[src/rtl/mcp_controller_if.sv]
// Control bundle between the multicycle MIPS controller (master) and its datapath (slave).
interface mcp_controller_if;
  logic [5:0] op;
  logic [5:0] funct;
  logic       zero;
  logic       pcen;
  logic       memwrite;
  logic       irwrite;
  logic       regwrite;
  logic       alusrca;
  logic       iord;
  logic       memtoreg;
  logic       regdst;
  logic [1:0] alusrcb;
  logic [1:0] pcsrc;
  logic [2:0] alucontrol;

  modport master (
    input  op, funct, zero,
    output pcen, memwrite, irwrite, regwrite, alusrca, iord, memtoreg, regdst,
           alusrcb, pcsrc, alucontrol
  );

  modport slave (
    output op, funct, zero,
    input  pcen, memwrite, irwrite, regwrite, alusrca, iord, memtoreg, regdst,
           alusrcb, pcsrc, alucontrol
  );
endinterface

[src/rtl/mcp_controller.sv]
// Multicycle MIPS control unit: Moore main FSM plus combinational ALU decoder.
// Optional feature macro: MCP_CTRL_BNE_EN adds the BNE instruction.
module mcp_controller (
  input  logic              clk,
  input  logic              reset,
  mcp_controller_if.master  bus
);

  localparam logic [5:0] OP_LW    = 6'b100011;
  localparam logic [5:0] OP_SW    = 6'b101011;
  localparam logic [5:0] OP_RTYPE = 6'b000000;
  localparam logic [5:0] OP_BEQ   = 6'b000100;
  localparam logic [5:0] OP_ADDI  = 6'b001000;
  localparam logic [5:0] OP_J     = 6'b000010;
`ifdef MCP_CTRL_BNE_EN
  localparam logic [5:0] OP_BNE   = 6'b000101;
`endif

  localparam logic [3:0] FETCH   = 4'd0;
  localparam logic [3:0] DECODE  = 4'd1;
  localparam logic [3:0] MEMADR  = 4'd2;
  localparam logic [3:0] MEMRD   = 4'd3;
  localparam logic [3:0] MEMWB   = 4'd4;
  localparam logic [3:0] MEMWR   = 4'd5;
  localparam logic [3:0] RTYPEEX = 4'd6;
  localparam logic [3:0] RTYPEWB = 4'd7;
  localparam logic [3:0] BEQEX   = 4'd8;
  localparam logic [3:0] ADDIEX  = 4'd9;
  localparam logic [3:0] ADDIWB  = 4'd10;
  localparam logic [3:0] JEX     = 4'd11;
`ifdef MCP_CTRL_BNE_EN
  localparam logic [3:0] BNEEX   = 4'd12;
`endif

  logic [3:0] state, state_nxt;
  logic       pcwrite, branch;
  logic [1:0] aluop;
`ifdef MCP_CTRL_BNE_EN
  logic       bne;
`endif

  always_ff @(posedge clk or posedge reset) begin
    if (reset) state <= FETCH;
    else       state <= state_nxt;
  end

  // Unknown opcodes and unreachable state codes both fall back to FETCH.
  always_comb begin
    state_nxt = FETCH;
    case (state)
      FETCH:   state_nxt = DECODE;
      DECODE: begin
        case (bus.op)
          OP_LW, OP_SW: state_nxt = MEMADR;
          OP_RTYPE:     state_nxt = RTYPEEX;
          OP_BEQ:       state_nxt = BEQEX;
          OP_ADDI:      state_nxt = ADDIEX;
          OP_J:         state_nxt = JEX;
`ifdef MCP_CTRL_BNE_EN
          OP_BNE:       state_nxt = BNEEX;
`endif
          default:      state_nxt = FETCH;
        endcase
      end
      MEMADR:  state_nxt = (bus.op == OP_SW) ? MEMWR : MEMRD;
      MEMRD:   state_nxt = MEMWB;
      RTYPEEX: state_nxt = RTYPEWB;
      ADDIEX:  state_nxt = ADDIWB;
      default: state_nxt = FETCH;
    endcase
  end

  always_comb begin
    pcwrite      = 1'b0;
    branch       = 1'b0;
    aluop        = 2'b00;
    bus.memwrite = 1'b0;
    bus.irwrite  = 1'b0;
    bus.regwrite = 1'b0;
    bus.alusrca  = 1'b0;
    bus.iord     = 1'b0;
    bus.memtoreg = 1'b0;
    bus.regdst   = 1'b0;
    bus.alusrcb  = 2'b00;
    bus.pcsrc    = 2'b00;
`ifdef MCP_CTRL_BNE_EN
    bne          = 1'b0;
`endif
    case (state)
      DECODE:  bus.alusrcb = 2'b11;
      MEMADR:  begin bus.alusrca = 1'b1; bus.alusrcb = 2'b10; end
      MEMRD:   bus.iord = 1'b1;
      MEMWB:   begin bus.regwrite = 1'b1; bus.memtoreg = 1'b1; end
      MEMWR:   begin bus.iord = 1'b1; bus.memwrite = 1'b1; end
      RTYPEEX: begin bus.alusrca = 1'b1; aluop = 2'b10; end
      RTYPEWB: begin bus.regwrite = 1'b1; bus.regdst = 1'b1; end
      BEQEX:   begin bus.alusrca = 1'b1; aluop = 2'b01; bus.pcsrc = 2'b01; branch = 1'b1; end
      ADDIEX:  begin bus.alusrca = 1'b1; bus.alusrcb = 2'b10; end
      ADDIWB:  bus.regwrite = 1'b1;
      JEX:     begin bus.pcsrc = 2'b10; pcwrite = 1'b1; end
`ifdef MCP_CTRL_BNE_EN
      BNEEX:   begin bus.alusrca = 1'b1; aluop = 2'b01; bus.pcsrc = 2'b01; bne = 1'b1; end
`endif
      default: begin bus.irwrite = 1'b1; pcwrite = 1'b1; bus.alusrcb = 2'b01; end
    endcase
  end

`ifdef MCP_CTRL_BNE_EN
  assign bus.pcen = pcwrite | (branch & bus.zero) | (bne & ~bus.zero);
`else
  assign bus.pcen = pcwrite | (branch & bus.zero);
`endif

  always_comb begin
    bus.alucontrol = 3'b010;
    case (aluop)
      2'b01: bus.alucontrol = 3'b110;
      2'b10: begin
        case (bus.funct)
          6'b100010: bus.alucontrol = 3'b110;
          6'b100100: bus.alucontrol = 3'b000;
          6'b100101: bus.alucontrol = 3'b001;
          6'b101010: bus.alucontrol = 3'b111;
          default:   bus.alucontrol = 3'b010;
        endcase
      end
      default: bus.alucontrol = 3'b010;
    endcase
  end

endmodule

[src/flat_wrapper.sv]
// flat-port wrapper written by rule: the top's interface ports become plain ports
module mcp_controller_flat 
  (clk, reset, bus_op, bus_funct, bus_zero, bus_pcen, bus_memwrite, bus_irwrite, bus_regwrite, bus_alusrca, bus_iord, bus_memtoreg, bus_regdst, bus_alusrcb, bus_pcsrc, bus_alucontrol);
  mcp_controller_if bus_i ();
  input  logic clk;
  input  logic reset;
  input wire logic [$bits(bus_i.op)-1:0] bus_op;
  input wire logic [$bits(bus_i.funct)-1:0] bus_funct;
  input wire logic [$bits(bus_i.zero)-1:0] bus_zero;
  output wire logic [$bits(bus_i.pcen)-1:0] bus_pcen;
  output wire logic [$bits(bus_i.memwrite)-1:0] bus_memwrite;
  output wire logic [$bits(bus_i.irwrite)-1:0] bus_irwrite;
  output wire logic [$bits(bus_i.regwrite)-1:0] bus_regwrite;
  output wire logic [$bits(bus_i.alusrca)-1:0] bus_alusrca;
  output wire logic [$bits(bus_i.iord)-1:0] bus_iord;
  output wire logic [$bits(bus_i.memtoreg)-1:0] bus_memtoreg;
  output wire logic [$bits(bus_i.regdst)-1:0] bus_regdst;
  output wire logic [$bits(bus_i.alusrcb)-1:0] bus_alusrcb;
  output wire logic [$bits(bus_i.pcsrc)-1:0] bus_pcsrc;
  output wire logic [$bits(bus_i.alucontrol)-1:0] bus_alucontrol;
  assign bus_i.op = bus_op;
  assign bus_i.funct = bus_funct;
  assign bus_i.zero = bus_zero;
  assign bus_pcen = bus_i.pcen;
  assign bus_memwrite = bus_i.memwrite;
  assign bus_irwrite = bus_i.irwrite;
  assign bus_regwrite = bus_i.regwrite;
  assign bus_alusrca = bus_i.alusrca;
  assign bus_iord = bus_i.iord;
  assign bus_memtoreg = bus_i.memtoreg;
  assign bus_regdst = bus_i.regdst;
  assign bus_alusrcb = bus_i.alusrcb;
  assign bus_pcsrc = bus_i.pcsrc;
  assign bus_alucontrol = bus_i.alucontrol;
  mcp_controller u_core (.clk(clk), .reset(reset), .bus(bus_i));
endmodule
[config.mk]
export PLATFORM = sky130hd
export DESIGN_NAME = mcp_controller_flat
export DESIGN_NICKNAME = d
export VERILOG_FILES = /design/src/rtl/mcp_controller_if.sv /design/src/rtl/mcp_controller.sv /design/src/flat_wrapper.sv
export SDC_FILE = /design/constraint.sdc
export NUM_CORES = 1
export LEC_CHECK = 0
export CAP_MARGIN = 10
export CORE_MARGIN = 1.5
export CORE_UTILIZATION = 35
export DETAILED_ROUTE_END_ITERATION = 16
export PLACE_DENSITY = 0.74
export SKIP_CTS_REPAIR_TIMING = 1
export SLEW_MARGIN = 10
export SYNTH_ARGS = -nofsm -noshare
export SYNTH_HDL_FRONTEND = slang
export SYNTH_SLANG_ARGS = --single-unit
[constraint.sdc]
create_clock -name clk -period 1.8 [get_ports clk]
set_input_delay 0.36 -clock clk [delete_from_list [all_inputs] [get_ports clk]]
set_output_delay 0.36 -clock clk [all_outputs]
set_load 0.05 [all_outputs]
## Word level (Yosys, flattened, before mapping)

Cells that the tools add are included.

- Bitwise gates (word level): 2
- Equal/unequal tests: 22
- Multiplexer cells: 17
- Reductions and logical operators: 10

Operators with widths:

| operator | count |
|---|---|
| equality test 6 bit (second input constant) | 6 |
| one-hot mux 4 bit (6 select lines) | 1 |
| one-hot mux 4 bit (5 select lines) | 1 |
| equality test 4 x 3 -> 1 bit (second input constant) | 4 |
| equality test 4 bit (second input constant) | 4 |
| one-hot mux 3 bit (4 select lines) | 1 |
| OR reduction 11 bit | 1 |
| OR reduction 10 bit | 1 |
| 2-to-1 mux 1 bit | 9 |
| equality test 4 x 2 -> 1 bit (second input constant) | 2 |
| one-hot mux 2 bit (2 select lines) | 2 |
| OR reduction 8 bit | 1 |
| equality test 6 x 2 -> 1 bit (second input constant) | 1 |
| equality test 6 x 3 -> 1 bit (second input constant) | 1 |
| equality test 6 x 4 -> 1 bit (second input constant) | 1 |
| zero test 6 bit | 1 |
| one-hot mux 2 bit (3 select lines) | 1 |
| one-hot mux 3 bit (2 select lines) | 1 |
| OR reduction 2 bit | 3 |
| equality test 4 x 1 -> 1 bit (second input constant) | 1 |
| zero test 4 bit | 1 |
| OR reduction 4 bit | 1 |
| 2-to-1 mux 3 bit | 1 |
| OR reduction 3 bit | 1 |
| 4 further kinds | 4 |

- Bits in registers: 4
- Input port bits: 15
- Word-level logic and storage cells: 52

## Longest topological paths before layout

Gate-level depths: netlist of the first run.

- Depth in word-level cells: 4
- Gate-level depth with buffers: 7

## Least setup slack after synthesis of the first run

No wires, ideal clock.

- Path kind: flip-flop to output port
- Start: register u_core.state[1]
- End: output bus_alucontrol[2]
- Data arrival time: 3.114 ns
- Cell stages (with the launch flop): 6
- Data required time: 1.440 ns
- Path slack: -1.674 ns
- Path through: dfrtp_1 -> buf_2 -> nor3_1 -> inv_1 -> ha_1 -> nor2b_1

- Word-level cells in the longest chain between the ends: 4

Ends and longest elaborated chain:

| element | RTL line | text |
|---|---|---|
| start: declaration | mcp_controller.sv:35 | `logic [3:0] state, state_nxt;` |
| start signal: assignment | mcp_controller.sv:44 | `else state <= state_nxt;` |
| equality test 4 bit or equality test 4 x 3 -> 1 bit (tied branches) | mcp_controller.sv:89 | `case (state)` |
| one-hot mux 2 bit (2 select lines) (*) | mcp_controller.sv:89 |  |
| equality test 2 bit or equality test 2 x 1 -> 1 bit (tied branches) | mcp_controller.sv:116 | `case (aluop)` |
| one-hot mux 3 bit (2 select lines) (*) | mcp_controller.sv:116 |  |
| end: declaration | flat_wrapper.sv:20 | `output wire logic [$bits(bus_i.alucontrol)-1:0] bus_alucontrol;` |

Every way passes the cells marked *; elsewhere a longest branch is shown, timed or not.

## Final worst setup path of the first run

- Start: input bus_funct[1]
- End: output bus_alucontrol[0]

- Word-level cells in the longest chain between the ends: 3

Ends and longest elaborated chain:

| element | RTL line | text |
|---|---|---|
| start: declaration | flat_wrapper.sv:8 | `input wire logic [$bits(bus_i.funct)-1:0] bus_funct;` |
| equality test 6 bit | mcp_controller.sv:119 | `case (bus.funct)` |
| one-hot mux 3 bit (4 select lines) (*) | mcp_controller.sv:119 |  |
| one-hot mux 3 bit (2 select lines) (*) | mcp_controller.sv:116 |  |

Marks and branches as above.

==> summary.txt, run 1 <==
Max-slew headroom - 0.640
Final hold violation count - 0
Port-buffer cells - 29
# diodes - 0
Type of the tightest min-delay check - input pin to asynchronous set/reset pin
Largest net degree at the start of global routing - 15
Max-cap violations - 0
Final max-slew violation count - 0
Starting Density - 0.384
Fin area - 1470 µm²
Leading cell type in the layout, fill and taps excluded - buf_4
Worst vdd ir - 1.19 mV
Avg Cell Area, Syn - 7.12 µm²
Startpoint types - input pin
Layout Skew - 0.00665 ns
Largest Register - u_core.state
Status - finished, violations left
# rows - 14
Setup ws final - -0.491 ns
Crit share post-route - 1.27
Synthesized cell area - 598 µm²
Global placement routability congestion - 0.863
DRT iter0 DRCs - 46
Cells after Synth - 84
Chip height - 44.3 µm
Initial antenna violation count - 0
Die W - 44.3 µm
GRT Total Usage - 0.251
GR Overflow Total - 0
Total core area - 1560 µm²
CP Capture Type - output pin
Ports - 30
Clk_lat worst skew - 0.25 ns
Most frequent cells in the layout - buf_4, clkdlybuf4s50_1, buf_12
Area delta synth->final - 146%
Layout cells sized above 1 - 0.510
Crit-path cells - clkdlybuf4s50_1, nor3b_1, a21oi_1, nor2_4, buf_12
CP arrival - 1.93 ns
Unrepaired setup endpoints after global routing - true
Worst Path Required - 1.44 ns
HPWL after DPL - 1780 µm
Fin nets - 163
Vias in the first global route - 875
Htree depth - 1
Reg clk slew, reported paths - 0.05 ns
Max incr delay on CP - 0.54 ns
Routed vias/inst - 6.45
Reg2Reg Setup Slack - 0.19 ns
Longest Clk Path Bufs - 2
Failing checks - DRC, setup timing
Final Util - 0.945
Total power - 2140 µW
Synth Warn # - 0
Number of flip-flops in the largest register - 4
WL per Instance - 20.7 µm
P_leak - 0.000618 µW
Sequential area share after synthesis - 0.167
Post-route ant nets - 0
Yosys reg bits - 4
Total number of vias - 1,025
Post-place setup slack - -0.184 ns
Placed Area - 1260 µm²
Pwr dens - 1450 nW/µm²
Clock tree sinks - 4
Crit Path Max Fanout - 3
Drt first pass iters - 11
FF-to-FF End - u_core.state[3]
Fin Hold WS - 0.318 ns
FMAX - 437 MHz
R2r worst-path depth - 5
Distinct cell type count after synthesis - 32
First-pass GRT wire length - 3670 µm
Post-Syn Nets - 102
Total clock buffers created by CTS - 3
Worst-Margin Slew - 0.539 ns
Critical path type - input pin to output pin
Slowest-stage cell, CP - clkdlybuf4s50_1
Root buf cell - clkbuf_4
Regs by FF count - u_core.state (4)
Routed wire length - 3290 µm
DRC viols - 4
Minimum clock period - 2.29 ns
Reg-to-Reg Start - u_core.state[1]
CTS tree - built
Die ar. - 1970 µm²
Setup violators final - 13
layout make-up:
cell class,instances,area [µm²]
clock buffer,3,22.5
sequential,4,101
fill,45,85.1
tap,16,20.0
multi-input combinational,71,622
inverter,6,22.5
timing repair buffer,59,686
cell usage after synthesis (all sizes together):
cell type	n	area, µm²
nand3b	1	7.51
o21ai	5	25.0
nand3	7	35.0
nor3	6	30.0
dfrtp	4	100
nand2	4	15.0
a22o	2	17.5
o22ai	1	6.26
o41ai	1	8.76
o21bai	1	7.51
nor4bb	1	10.0
nand4	1	6.26
a311o	1	10.0
nand4bb	1	11.3
o211a	1	10.0
nor2	9	33.8
nand2b	5	31.3
o31ai	1	12.5
or3	1	6.26
a221o	1	10.0
inv	6	22.5
a21oi	4	20.0
xnor2	1	8.76
nor3b	2	15.0
o211ai	1	7.51
nor2b	3	18.8
and3	2	12.5
ha	3	37.5
buf	3	15.0
and3b	1	8.76
xor2	3	26.3
or4	1	11.3
layer usage:
layer | GRT usage | wire length [µm] | vias up
met5 | 0 | 0 | -
met1 | 0.257 | 1070 | 470
li1 | - | - | 431
met2 | 0.476 | 1700 | 97
met3 | 0.0694 | 299 | 27
met4 | 0.0970 | 214 | 0
worst max-delay path, delay by kind of cell:
| kind | cells | cell delay (ns) |
|---|---|---|
| buf+inv | 2 | 0.68 |
| compound gates | 1 | 0.23 |
| simple gates | 2 | 0.66 |
logic make-up after synthesis:
family / share of synthesized area
flops: 0.167
fa+ha+maj: 0.0628
compound gates: 0.226
xor+xnor: 0.0586
simple gates: 0.423
buf+inv: 0.0628
metrics by stage:
| stage | cells | setup TNS [ns] |
|---|---|---|
| after global routing | 159 | -3.60 |
| after global placement | 147 | -0.369 |
| after detailed placement | 147 | -0.619 |
| final | 159 | -3.04 |
| after floorplan | 84 | -2.17 |
| after CTS | 150 | -2.63 |
where the power goes:
part,leakage (µW),internal (µW),switching [µW]
Clock,0.0000138,75.3,47.2
Sequential,0.0000513,119,28.7
Combinational,0.000552,901,965
worst max-delay path by stage:
stage	slack [ns]	depth (start not counted)	endpoint	from
after CTS	-0.41	8	bus_alucontrol[2]	u_core.state[1]
after floorplan	-0.46	6	bus_alucontrol[1]	u_core.state[2]
after global placement	-0.12	5	bus_alucontrol[0]	bus_funct[1]
after global routing	-0.50	5	bus_alucontrol[0]	bus_funct[1]
after detailed placement	-0.18	5	bus_alucontrol[1]	bus_funct[2]
final	-0.49	5	bus_alucontrol[0]	bus_funct[1]
No activity file was read; power rests on OpenSTA's default activity.
==> inputs of run 2 (changes only) <==
--- a/config.mk
+++ b/config.mk
@@ -6,10 +6,10 @@
 export NUM_CORES = 1
 export LEC_CHECK = 0
 export CAP_MARGIN = 10
-export CORE_MARGIN = 1.5
+export CORE_MARGIN = 2
 export CORE_UTILIZATION = 35
 export DETAILED_ROUTE_END_ITERATION = 16
-export PLACE_DENSITY = 0.74
+export PLACE_DENSITY = 0.71
 export SKIP_CTS_REPAIR_TIMING = 1
 export SLEW_MARGIN = 10
 export SYNTH_ARGS = -nofsm -noshare
==> constraint.sdc (replaced) <==
create_clock -name clk -period 2.7 [get_ports clk]
set_input_delay 0.54 -clock clk [delete_from_list [all_inputs] [get_ports clk]]
set_output_delay 0.54 -clock clk [all_outputs]
set_load 0.05 [all_outputs]
==> run 2 against run 1 <==
- the run now ends clean
- final area down 32%
- routed wire length is 51% lower
- via count shrank 30%
- combinational power decreased by 62%
- hold slack improved by 0.18 ns
- register-to-register slack better by 1.2 ns
- critical path type is now register to output pin
- critical endpoint is now bus_alucontrol[2]
==> summary.txt, run 2 (same netlist as run 1, synthesis figures left out) <==
Initial antenna violation count - 0 (unchanged)
FMAX - 401 MHz
Largest net degree at the start of global routing - 13 (-2)
Root buf cell - clkbuf_4
Layout cells sized above 1 - 0.188 (-0.322)
GRT Total Usage - 0.172 (-0.0795)
Chip height - 45.3 µm (+2.3%)
Crit Path Max Fanout - 8 (+5)
Unrepaired setup endpoints after global routing - false
Placed cell count - 130 (-12%)
Final max-slew violation count - 0 (unchanged)
P_leak - 0.000420 µW (-32%)
Die W - 45.3 µm (+2.3%)
GR Overflow Total - 0 (unchanged)
Reg clk slew, reported paths - 0.04 ns (about the same)
Die ar. - 2060 µm² (+4.6%)
Crit share post-route - 0.923
Worst Path Required - 2.16 ns (+0.72 ns)
Layout Cells excl Fill - 133 (-16%)
Total clock buffers created by CTS - 3 (unchanged)
Htree depth - 1 (unchanged)
Fill count - 136 (+200%)
First-pass GRT wire length - 2550 µm (-30%)
Worst vdd ir - 0.618 mV (-48%)
# rows - 14 (unchanged)
Regs by FF count - u_core.state (4)
Type of the tightest min-delay check - input pin to asynchronous set/reset pin
DRC viols - 0 (-4)
Clk_lat worst skew - 0.24 ns (about the same)
Max-slew headroom - 0.668 (+0.0287)
Total power - 901 µW (-58%)
Total core area - 1560 µm² (unchanged)
Status - finished clean
Worst-Margin Slew - 0.496 ns (-0.0435 ns)
HPWL after DPL - 1370 µm (-23%)
WL per Instance - 12.2 µm (-41%)
Post-route ant nets - 0 (unchanged)
Setup violators final - 0 (-13)
Fin area - 1000 µm² (-32%)
Clock tree sinks - 4 (unchanged)
Routed vias/inst - 5.41 (-16%)
Drt first pass iters - 4 (-7)
Vias in the first global route - 639 (-27%)
Number of flip-flops in the largest register - 4 (unchanged)
Total number of vias - 720 (-30%)
Routed wire length - 1620 µm (-51%)
Layout Skew - 0.00667 ns (+0.0000215 ns)
Fin nets - 137 (-16%)
Most frequent cells in the layout - clkdlybuf4s50_1, buf_4, nor2_1
Placed Area - 977 µm² (-22%)
Leading cell type in the layout, fill and taps excluded - clkdlybuf4s50_1
Max-cap violations - 0 (unchanged)
Global placement routability congestion - 0.833 (-3.5%)
Setup TNS - 0 ns (+3.04 ns)
# diodes - 0 (unchanged)
Port-buffer cells - 29 (unchanged)
CTS tree - built
Area delta synth->final - 67.2%
Minimum clock period - 2.49 ns
Critical path type - register to output pin
Starting Density - 0.384 (unchanged)
Longest Clk Path Bufs - 2 (unchanged)
Pwr dens - 901 nW/µm² (-38%)
Final hold violation count - 0 (unchanged)
DRT iter0 DRCs - 22 (-52%)
Ports - 30 (unchanged)
Largest Register - u_core.state
Fin Hold WS - 0.496 ns (+0.178 ns)
CP Capture Type - output pin
Startpoint types - register
CP arrival - 1.95 ns (+0.02 ns)
run 2: cell count changes in the layout (fill, tap and decap cells not counted), moves of 3 or more:
cell,change
nand2b_1,+3
buf_12,-8
nand2b_4,-3
nor2_4,-3
nor2_1,+3
buf_4,-13
clkdlybuf4s50_1,+5
buf_6,-8
run 2: cell type report:
class,instances,area [µm²],area share
Multi-Input combinational cell,71,477,0.477
Timing Repair Buffer,33,358,0.358
Sequential cell,4,100,0.100
Clock buffer,3,22.5,0.0225
Inverter,6,22.5,0.0225
Tap cell,16,20.0,0.0200
run 2: per-stage QoR:
stage          utilization  setup slack, ns
2_1_floorplan            -            0.106
3_3_place_gp         0.627            0.408
3_5_place_dp         0.627            0.368
4_1_cts              0.641            0.185
5_1_grt              0.641           0.0464
6_report             0.641            0.208
run 2: path summary, 6_finish.rpt:
| path | from | depth (start not counted) | to | slack [ns] |
|---|---|---|---|---|
| max | u_core.state[3] | 8 | bus_alucontrol[2] | 0.21 |
| min | reset | 2 | u_core.state[1] | 0.50 |
| max reg2reg | u_core.state[0] | 3 | u_core.state[3] | 1.41 |
| min reg2reg | u_core.state[3] | 2 | u_core.state[1] | 0.72 |
| max in group asynchronous | reset | 2 | u_core.state[3] | 2.05 |
| min in group clk | u_core.state[3] | 2 | u_core.state[1] | 0.72 |
run 2: worst max-delay path, cell delays in order (launching register included):
cell	delay (ns)
dfrtp_1	0.46
nand2b_1	0.17
nor3_4	0.21
inv_1	0.09
ha_1	0.21
and3b_1	0.17
a21oi_1	0.18
nor2b_2	0.08
buf_12	0.15
run 2: power breakdown:
group / switching, µW / internal [µW]
combinational: 436 / 268
clock: 25.7 / 49.8
sequential: 42.0 / 78.6
total: 504 / 397
run 2: per-layer routing:
layer	part of all wire	wire length [µm]	up-vias	GRT usage
li1	-	-	376	-
met4	0	0	0	0.0353
met1	0.44	708	317	0.197
met3	0.050	82	0	0.0480
met2	0.51	834	27	0.314
met5	0	0	-	0
